### config.mk
export PLATFORM = sky130hd
export DESIGN_NAME = ps2_key_decoder
export DESIGN_NICKNAME = d
export VERILOG_FILES = /design/src/rtl/ps2_key_decoder.sv
export SDC_FILE = /design/constraint.sdc
export NUM_CORES = 1
export LEC_CHECK = 0
export ABC_AREA = 1
export CAP_MARGIN = 20
export CELL_PAD_IN_SITES_DETAIL_PLACEMENT = 0
export CELL_PAD_IN_SITES_GLOBAL_PLACEMENT = 1
export CORE_ASPECT_RATIO = 0.7
export CORE_MARGIN = 4
export CORE_UTILIZATION = 30
export DETAILED_ROUTE_END_ITERATION = 10
export GPL_TIMING_DRIVEN = 1
export HOLD_SLACK_MARGIN = 0.08
export PLACE_DENSITY = 0.64
export REMOVE_ABC_BUFFERS = 1
export SYNTH_ARGS = -nofsm -noshare
export SYNTH_HDL_FRONTEND = slang
export SYNTH_SLANG_ARGS = --single-unit
### constraint.sdc
create_clock -name clk_100MHz -period 3.4 [get_ports clk_100MHz]
set_input_delay 0.51 -clock clk_100MHz [delete_from_list [all_inputs] [get_ports clk_100MHz]]
set_output_delay 0.51 -clock clk_100MHz [all_outputs]
set_load 0.02 [all_outputs]
### src/rtl/ps2_key_decoder.sv
// PS/2 keyboard receiver with glitch filter, frame checker and
// make/break scan-code decoder producing a held "current key" code.
module ps2_key_decoder #(
    parameter int FILTER_LEN     = 8,
    parameter int TIMEOUT_CYCLES = 200000
) (
    input  logic       clk_100MHz,
    input  logic       reset,
    input  logic       ps2clk,
    input  logic       ps2data,
    output logic [7:0] character,
    output logic       char_valid,
    output logic [7:0] rx_byte,
    output logic       rx_strobe,
    output logic       frame_err
);

    localparam int FW = $clog2(FILTER_LEN + 1);
    localparam int TW = $clog2(TIMEOUT_CYCLES + 1);

    localparam logic [FW-1:0] FLT_LAST = FW'(FILTER_LEN - 1);
    localparam logic [TW-1:0] TMO_LAST = TW'(TIMEOUT_CYCLES - 1);

    localparam logic [1:0] S_IDLE   = 2'd0;
    localparam logic [1:0] S_DATA   = 2'd1;
    localparam logic [1:0] S_PARITY = 2'd2;
    localparam logic [1:0] S_STOP   = 2'd3;

    // synchronizers
    logic clk_s1_q, clk_s2_q;
    logic dat_s1_q, dat_s2_q;

    // clock filter
    logic          flt_q, flt_d;
    logic [FW-1:0] flt_cnt_q, flt_cnt_d;
    logic          bit_ev;

    // receive FSM
    logic [1:0]    state_q, state_d;
    logic [2:0]    bcnt_q, bcnt_d;
    logic [7:0]    shift_q, shift_d;
    logic          par_q, par_d;
    logic [TW-1:0] tmo_q, tmo_d;
    logic [7:0]    rxb_q, rxb_d;
    logic          strobe_q, strobe_d;
    logic          err_q, err_d;

    // key decoder
    logic [7:0]    char_q, char_d;
    logic          cv_q, cv_d;
    logic          brk_q, brk_d;

    // Bring both raw PS/2 lines into the system clock domain.
    always_ff @(posedge clk_100MHz or negedge reset) begin
        if (!reset) begin
            clk_s1_q <= 1'b1;
            clk_s2_q <= 1'b1;
            dat_s1_q <= 1'b1;
            dat_s2_q <= 1'b1;
        end else begin
            clk_s1_q <= ps2clk;
            clk_s2_q <= clk_s1_q;
            dat_s1_q <= ps2data;
            dat_s2_q <= dat_s1_q;
        end
    end

    // Filtered level flips on the FILTER_LEN-th consecutive differing sample.
    always_comb begin
        flt_d     = flt_q;
        flt_cnt_d = '0;
        if (clk_s2_q != flt_q) begin
            if (flt_cnt_q == FLT_LAST) begin
                flt_d = clk_s2_q;
            end else begin
                flt_cnt_d = flt_cnt_q + 1'b1;
            end
        end
    end

    // A bit is taken in the same cycle the filtered clock commits to low.
    assign bit_ev = flt_q & ~flt_d;

    // Filter state registers.
    always_ff @(posedge clk_100MHz or negedge reset) begin
        if (!reset) begin
            flt_q     <= 1'b1;
            flt_cnt_q <= '0;
        end else begin
            flt_q     <= flt_d;
            flt_cnt_q <= flt_cnt_d;
        end
    end

    // Frame FSM: start, 8 data LSB first, odd parity, stop, with timeout.
    always_comb begin
        state_d  = state_q;
        bcnt_d   = bcnt_q;
        shift_d  = shift_q;
        par_d    = par_q;
        rxb_d    = rxb_q;
        strobe_d = 1'b0;
        err_d    = 1'b0;

        if (state_q == S_IDLE || bit_ev) begin
            tmo_d = '0;
        end else begin
            tmo_d = tmo_q + 1'b1;
        end

        unique case (state_q)
            S_IDLE: begin
                if (bit_ev && !dat_s2_q) begin
                    state_d = S_DATA;
                    bcnt_d  = 3'd0;
                end
            end
            S_DATA: begin
                if (bit_ev) begin
                    shift_d = {dat_s2_q, shift_q[7:1]};
                    bcnt_d  = bcnt_q + 3'd1;
                    if (bcnt_q == 3'd7) begin
                        state_d = S_PARITY;
                    end
                end
            end
            S_PARITY: begin
                if (bit_ev) begin
                    par_d   = dat_s2_q;
                    state_d = S_STOP;
                end
            end
            S_STOP: begin
                if (bit_ev) begin
                    if (dat_s2_q && (^{shift_q, par_q})) begin
                        rxb_d    = shift_q;
                        strobe_d = 1'b1;
                    end else begin
                        err_d = 1'b1;
                    end
                    state_d = S_IDLE;
                end
            end
            default: state_d = S_IDLE;
        endcase

        // A stalled frame is dropped; a real bit in the same cycle wins.
        if (state_q != S_IDLE && !bit_ev && tmo_q == TMO_LAST) begin
            state_d = S_IDLE;
            err_d   = 1'b1;
            tmo_d   = '0;
        end
    end

    // Frame FSM registers.
    always_ff @(posedge clk_100MHz or negedge reset) begin
        if (!reset) begin
            state_q  <= S_IDLE;
            bcnt_q   <= 3'd0;
            shift_q  <= 8'h00;
            par_q    <= 1'b0;
            tmo_q    <= '0;
            rxb_q    <= 8'h00;
            strobe_q <= 1'b0;
            err_q    <= 1'b0;
        end else begin
            state_q  <= state_d;
            bcnt_q   <= bcnt_d;
            shift_q  <= shift_d;
            par_q    <= par_d;
            tmo_q    <= tmo_d;
            rxb_q    <= rxb_d;
            strobe_q <= strobe_d;
            err_q    <= err_d;
        end
    end

    // Make/break tracking; E0 prefixes are transparent, F0 arms a release.
    always_comb begin
        char_d = char_q;
        brk_d  = brk_q;
        cv_d   = 1'b0;
        if (strobe_q) begin
            if (rxb_q == 8'hF0) begin
                brk_d = 1'b1;
            end else if (rxb_q != 8'hE0) begin
                if (brk_q) begin
                    brk_d = 1'b0;
                    if (rxb_q == char_q) begin
                        char_d = 8'h00;
                        cv_d   = (char_q != 8'h00);
                    end
                end else if (rxb_q != char_q) begin
                    char_d = rxb_q;
                    cv_d   = 1'b1;
                end
            end
        end
    end

    // Decoder registers.
    always_ff @(posedge clk_100MHz or negedge reset) begin
        if (!reset) begin
            char_q <= 8'h00;
            brk_q  <= 1'b0;
            cv_q   <= 1'b0;
        end else begin
            char_q <= char_d;
            brk_q  <= brk_d;
            cv_q   <= cv_d;
        end
    end

    assign character  = char_q;
    assign char_valid = cv_q;
    assign rx_byte    = rxb_q;
    assign rx_strobe  = strobe_q;
    assign frame_err  = err_q;

endmodule

## Word level (Yosys, flattened, before mapping)

Index checks and enable logic that the tools add are counted.

- $add $sub $neg: 3
- Muxes and demuxes: 34
- Reduce and logical (&&, ||, !) cells: 21
- Bitwise operators: 3
- Equality and inequality tests: 19

Operators with widths:

| operator | count |
|---|---|
| two-way mux 18 bit | 2 |
| two-way mux 8 bit | 3 |
| adder 18 x 1 -> 18 bit, second input constant | 1 |
| == test 18 bit, second input constant | 1 |
| two-way mux 1 bit | 17 |
| two-way mux 2 bit | 6 |
| inequality test 3 bit, second input constant | 4 |
| AND reduction 5 bit | 2 |
| XOR reduction 9 bit | 1 |
| == test 8 bit | 1 |
| == test 8 bit, second input constant | 1 |
| two-way mux 4 bit | 2 |
| inequality test 8 bit | 1 |
| inequality test 8 bit, second input constant | 1 |
| one-hot mux 2 bit (4 select lines) | 1 |
| nonzero test 2 bit | 4 |
| nonzero test 8 bit | 1 |
| two-way mux 3 bit | 2 |
| one-hot mux 3 bit (2 select lines) | 1 |
| AND reduction 2 bit | 3 |
| AND reduction 3 bit | 2 |
| adder 4 x 1 -> 4 bit, second input constant | 1 |
| == test 2 bit, second input constant | 2 |
| == test 4 x 3 -> 1 bit, second input constant | 1 |
| other kinds (13) | 19 |

- Output and inout port bits: 19
- Register bits: 61
- Bits of input ports: 4
- Word-level logic and storage cells: 97

## Depth between registers and ports, before layout

- Depth after elaboration: 10
- Gate-level depth with buffers: 12
- Gate-level depth less buffers: 12

## Least setup slack after synthesis

No wires, ideal clock.

- Kind: reg-to-reg
- Start point: register flt_cnt_q[0]
- End point: register tmo_q[0]
- Slack: 1.825 ns
- Path buffers: 0
- Clock period less this slack: 1.575 ns
- Library setup time: 0.063 ns
- Cell stages (with the launch flop): 12
- Data required time: 3.337 ns
- Arrival: 1.512 ns
- Cell sequence: dfrtp_1 > ha_1 > nand2_2 > inv_2 > nand3_4 > inv_4 > nor2_4 > inv_2 > a21oi_4 > inv_2 > or2_1 > inv_1

- Cells in the longest elaborated chain, start to end: 9
- Elaborated cells on any way between the ends: 11
- Classes of those cells: eq/ne (1); mux (4); bitwise (2); reduce/logical (4)

Ends and longest elaborated chain:

| element | line | text |
|---|---|---|
| start, declared | 35 | `logic [FW-1:0] flt_cnt_q, flt_cnt_d;` |
| start signal, assigned | 91 | `flt_cnt_q <= flt_cnt_d;` |
| == test 4 x 3 -> 1 bit * | 73 | `if (flt_cnt_q == FLT_LAST) begin` |
| two-way mux 1 bit * | 73 |  |
| two-way mux 1 bit * | 72 | `if (clk_s2_q != flt_q) begin` |
| inverter 1 bit * | 82 | `assign bit_ev = flt_q & ~flt_d;` |
| AND 1 bit * | 82 |  |
| logical NOT 1 bit | 148 | `if (state_q != S_IDLE && !bit_ev && tmo_q == TMO_LAST) begin` |
| logical AND 1 bit (2 in series) | 148 |  |
| two-way mux 18 bit * | 148 |  |
| named net tmo_d[0] | 43 | `logic [TW-1:0] tmo_q, tmo_d;` |
| end signal, assigned | 171 | `tmo_q <= tmo_d;` |
| end, declared | 43 |  |

The timed path passes the listed nets; every way through them passes the cells marked *.
A chain may end at the register's enable or synchronous reset.

## Worst setup path after layout

- Start point: register rxb_q[1] (netlist: rx_byte[1])
- End point: output port rx_byte[1]

RTL lines:

| element | line | text |
|---|---|---|
| start, declared | 44 | `logic [7:0] rxb_q, rxb_d;` |
| start signal, assigned | 172 | `rxb_q <= rxb_d;` |
| end, declared | 13 | `output logic [7:0] rx_byte,` |

No word-level cell between the ends.

==> qor.txt <==
=================================================================================
Post-layout power                                                         2.03 mW
Number of storage elements in the synthesis netlist                            61
Maximum number of pins on one net before global-route repair                   43
Power density cells                                                    535 nW/um2
Setup repair after global routing missed its margin                            no
Cell type with the highest aggregate area in the netlist             sky130_fd_sc_hd__dfrtp_1
CTS buffer count                                                                9
Height of the die                                                         93.8 um
TritonCTS clock tree                                                        built
Post-cts repair resize count                                                    0
Via count of the first global-routing pass                                   2315
Dominant register cell in the synthesized netlist                    sky130_fd_sc_hd__dfrtp_1
Placed cell count                                                             534
Skew final                                                             0.00460 ns
Final weighted congestion in routability-driven placement                   0.791
Highest net fanout along the worst path                                         5
Final hold violation count                                                      0
Clock Sinks                                                                    61
R2R depth                                                                      11
Clock latency of the later-clocked register in the worst-skew pair        0.33 ns
Wire length of the first global-routing pass                              11.7 mm
I/O pin count                                                                  23
Setup_tns                                                                    0 ns
Synthesized cell area                                                    3150 um2
Worst reg2reg endpoint                                                   tmo_q[0]
Endpoint class of the critical path                                   output port
Cell at the slowest stage of the critical path                       sky130_fd_sc_hd__clkdlybuf4s50_1
Die Span X                                                                 131 um
Overall track demand over capacity in global routing                        0.124
Max-slew violations                                                             0
Status                                                                  completed
Hold buffers post-CTS                                                           0
Hold/Removal Path Class                                              input pin to async pin
Overflow after GRT                                                              0
Via/cell ratio                                                               4.55
Wire length reported by the detailed router                               6.84 mm
Peak Freq                                                               0.514 GHz
Yosys warnings                                                                  0
Number of standard cells in the final layout excluding fillers                550
Most used standard cell by instance count after synthesis            sky130_fd_sc_hd__nand2_1
Worst Max-Slew Pin Slew                                                  0.987 ns
Fin Hold WS                                                              0.333 ns
Endpoint required time on the critical path                               2.89 ns
Ratio of cells with drive above 1 in the final layout                       0.109
R2R setup slack                                                           1.61 ns
Post-route DRC                                                                  0
Starting utilization of the core area                                       0.316
Final clock period utilization by the worst path                            0.572
Startpoint types                                                             flop
Maximum capacitance violations                                                  0
Setup violators final                                                           0
Clock transition at path regs                                             0.05 ns
Slowest cell delay on critical path                                       0.65 ns
Root buffer cell                                                     sky130_fd_sc_hd__clkbuf_16
Core box area                                                            9980 um2
DR WL/cell                                                                12.4 um
Largest cells by area after synthesis                                sky130_fd_sc_hd__dfrtp_1, sky130_fd_sc_hd__nand2_1, sky130_fd_sc_hd__nor2_1, sky130_fd_sc_hd__o21ai_0, sky130_fd_sc_hd__inv_1
Post-layout nets                                                              430
Post-CTS setup buffers                                                          0
Sum of buffers and inverters on the critical path                               1
Clock Path Buffers                                                              2
Row cnt                                                                        30
Fraction of registers with async set/reset                                   1.00
H-tree depth                                                                    3
Launch instance of the worst register-to-register path               flt_cnt_q[0]
Final min period                                                          1.95 ns
Crit-path cells                                                      clkdlybuf4s50_1
Per-instance average area after synthesis                                8.19 um2
Port Buffer Count                                                              22
Data arrival time at the worst-slack endpoint                             1.44 ns
Diodes inserted                                                                 0
Top cell types by occurrence after synthesis                         sky130_fd_sc_hd__nand2_1, sky130_fd_sc_hd__dfrtp_1, sky130_fd_sc_hd__nor2_1
Cell family with most CP delay                                       buffers and inverters
Drt pass-1 iters                                                                4
Number of enable-type register cells in the synthesized netlist                 0
Area growth syn-to-layout                                                   20.4%
Worst max-slew margin expressed relative to the limit                       0.342
Number of different library cells in the post-synthesis netlist                33
Worst ir drop on vdd                                                       236 uV
Gate count after technology mapping                                           385
Iteration-0 DRC Markers                                                       174
Cell leakage power                                                        1.80 nW
Via count                                                                    2502
Startpoint-to-endpoint class of the critical path                    flop to output port
Antenna violations before repair                                                0
Share of Yosys cell area claimed by the top area cell type                  0.445
Total die area                                                          12200 um2
Antenna-violating nets left                                                     0
Half-perimeter wire length of the detailed placement result               4.97 mm
Sequential area share after synthesis                                       0.486
=================================================================================
flip-flops by register name (all words and copies together) (netlist names), 2 cells and up:
register / cells
bcnt_q: 3
character: 8
flt_cnt_q: 4
rx_byte: 8
shift_q: 8
state_q: 2
tmo_q: 18
routing by layer:
layer,GRT usage,wire length [um],vias up
li1,-,-,1291
met3,0.0398,279,10
met2,0.163,2630,37
met4,0.0514,123,0
met5,0,0,-
met1,0.183,3810,1164
per-stage QoR:
| stage | util | area [um2] | setup WS [ns] |
|---|---|---|---|
| finish | 0.380 | 3800 | 1.45 |
| global route | 0.380 | 3800 | 1.40 |
| CTS | 0.380 | 3800 | 1.43 |
| detailed placement | 0.353 | 3520 | 1.60 |
| global placement | 0.353 | 3520 | 1.67 |
| floorplan | - | 3130 | 1.83 |
logic make-up after synthesis:
kind of cell	share of synthesized area
compound gates	0.0655
simple gates	0.309
flops	0.486
buf+inv	0.0615
fa+ha+maj	0.0357
xor+xnor	0.0417
power by group:
group	total (mW)	switching, mW	internal (mW)	leakage [nW]
Clock	0.839	0.307	0.532	0.134
Combinational	0.346	0.225	0.121	0.839
Sequential	0.845	0.0525	0.793	0.826
Total	2.03	0.585	1.45	1.80
placed cells by master (no fill, tap or decap), drive strengths merged:
cell / count
nand3: 18
nor4: 2
dfstp: 5
o21ai: 30
clkbuf: 15
a21oi: 6
a21o: 1
inv: 45
nand2: 120
o21a: 1
nand4: 14
nor2: 47
nor3: 7
nor3b: 2
dfrtp: 56
xor2: 5
ha: 9
buf: 3
clkinv: 2
or2: 1
and3: 2
xnor2: 10
clkdlybuf4s50: 21
area by class of cell:
class | count | area (um2)
Clock buffer | 15 | 268
Clock inverter | 1 | 5.00
Fill cell | 998 | 6190
Inverter | 46 | 175
Multi-Input combinational cell | 275 | 1430
Sequential cell | 61 | 1530
Tap cell | 128 | 160
Timing Repair Buffer | 24 | 230
worst max path at each step:
| stage | start | to | slack [ns] | depth (start not counted) |
|---|---|---|---|---|
| final | rx_byte[1] | rx_byte[1] | 1.45 | 1 |
| after global routing | rx_byte[4] | rx_byte[4] | 1.40 | 1 |
| after CTS | rx_byte[5] | rx_byte[5] | 1.43 | 1 |
| after detailed placement | flt_cnt_q[0] | tmo_q[0] | 1.60 | 11 |
| after global placement | flt_cnt_q[0] | tmo_q[0] | 1.67 | 11 |
| after floorplan | flt_cnt_q[0] | tmo_q[0] | 1.83 | 11 |
(Power assumes the default switching activity.)
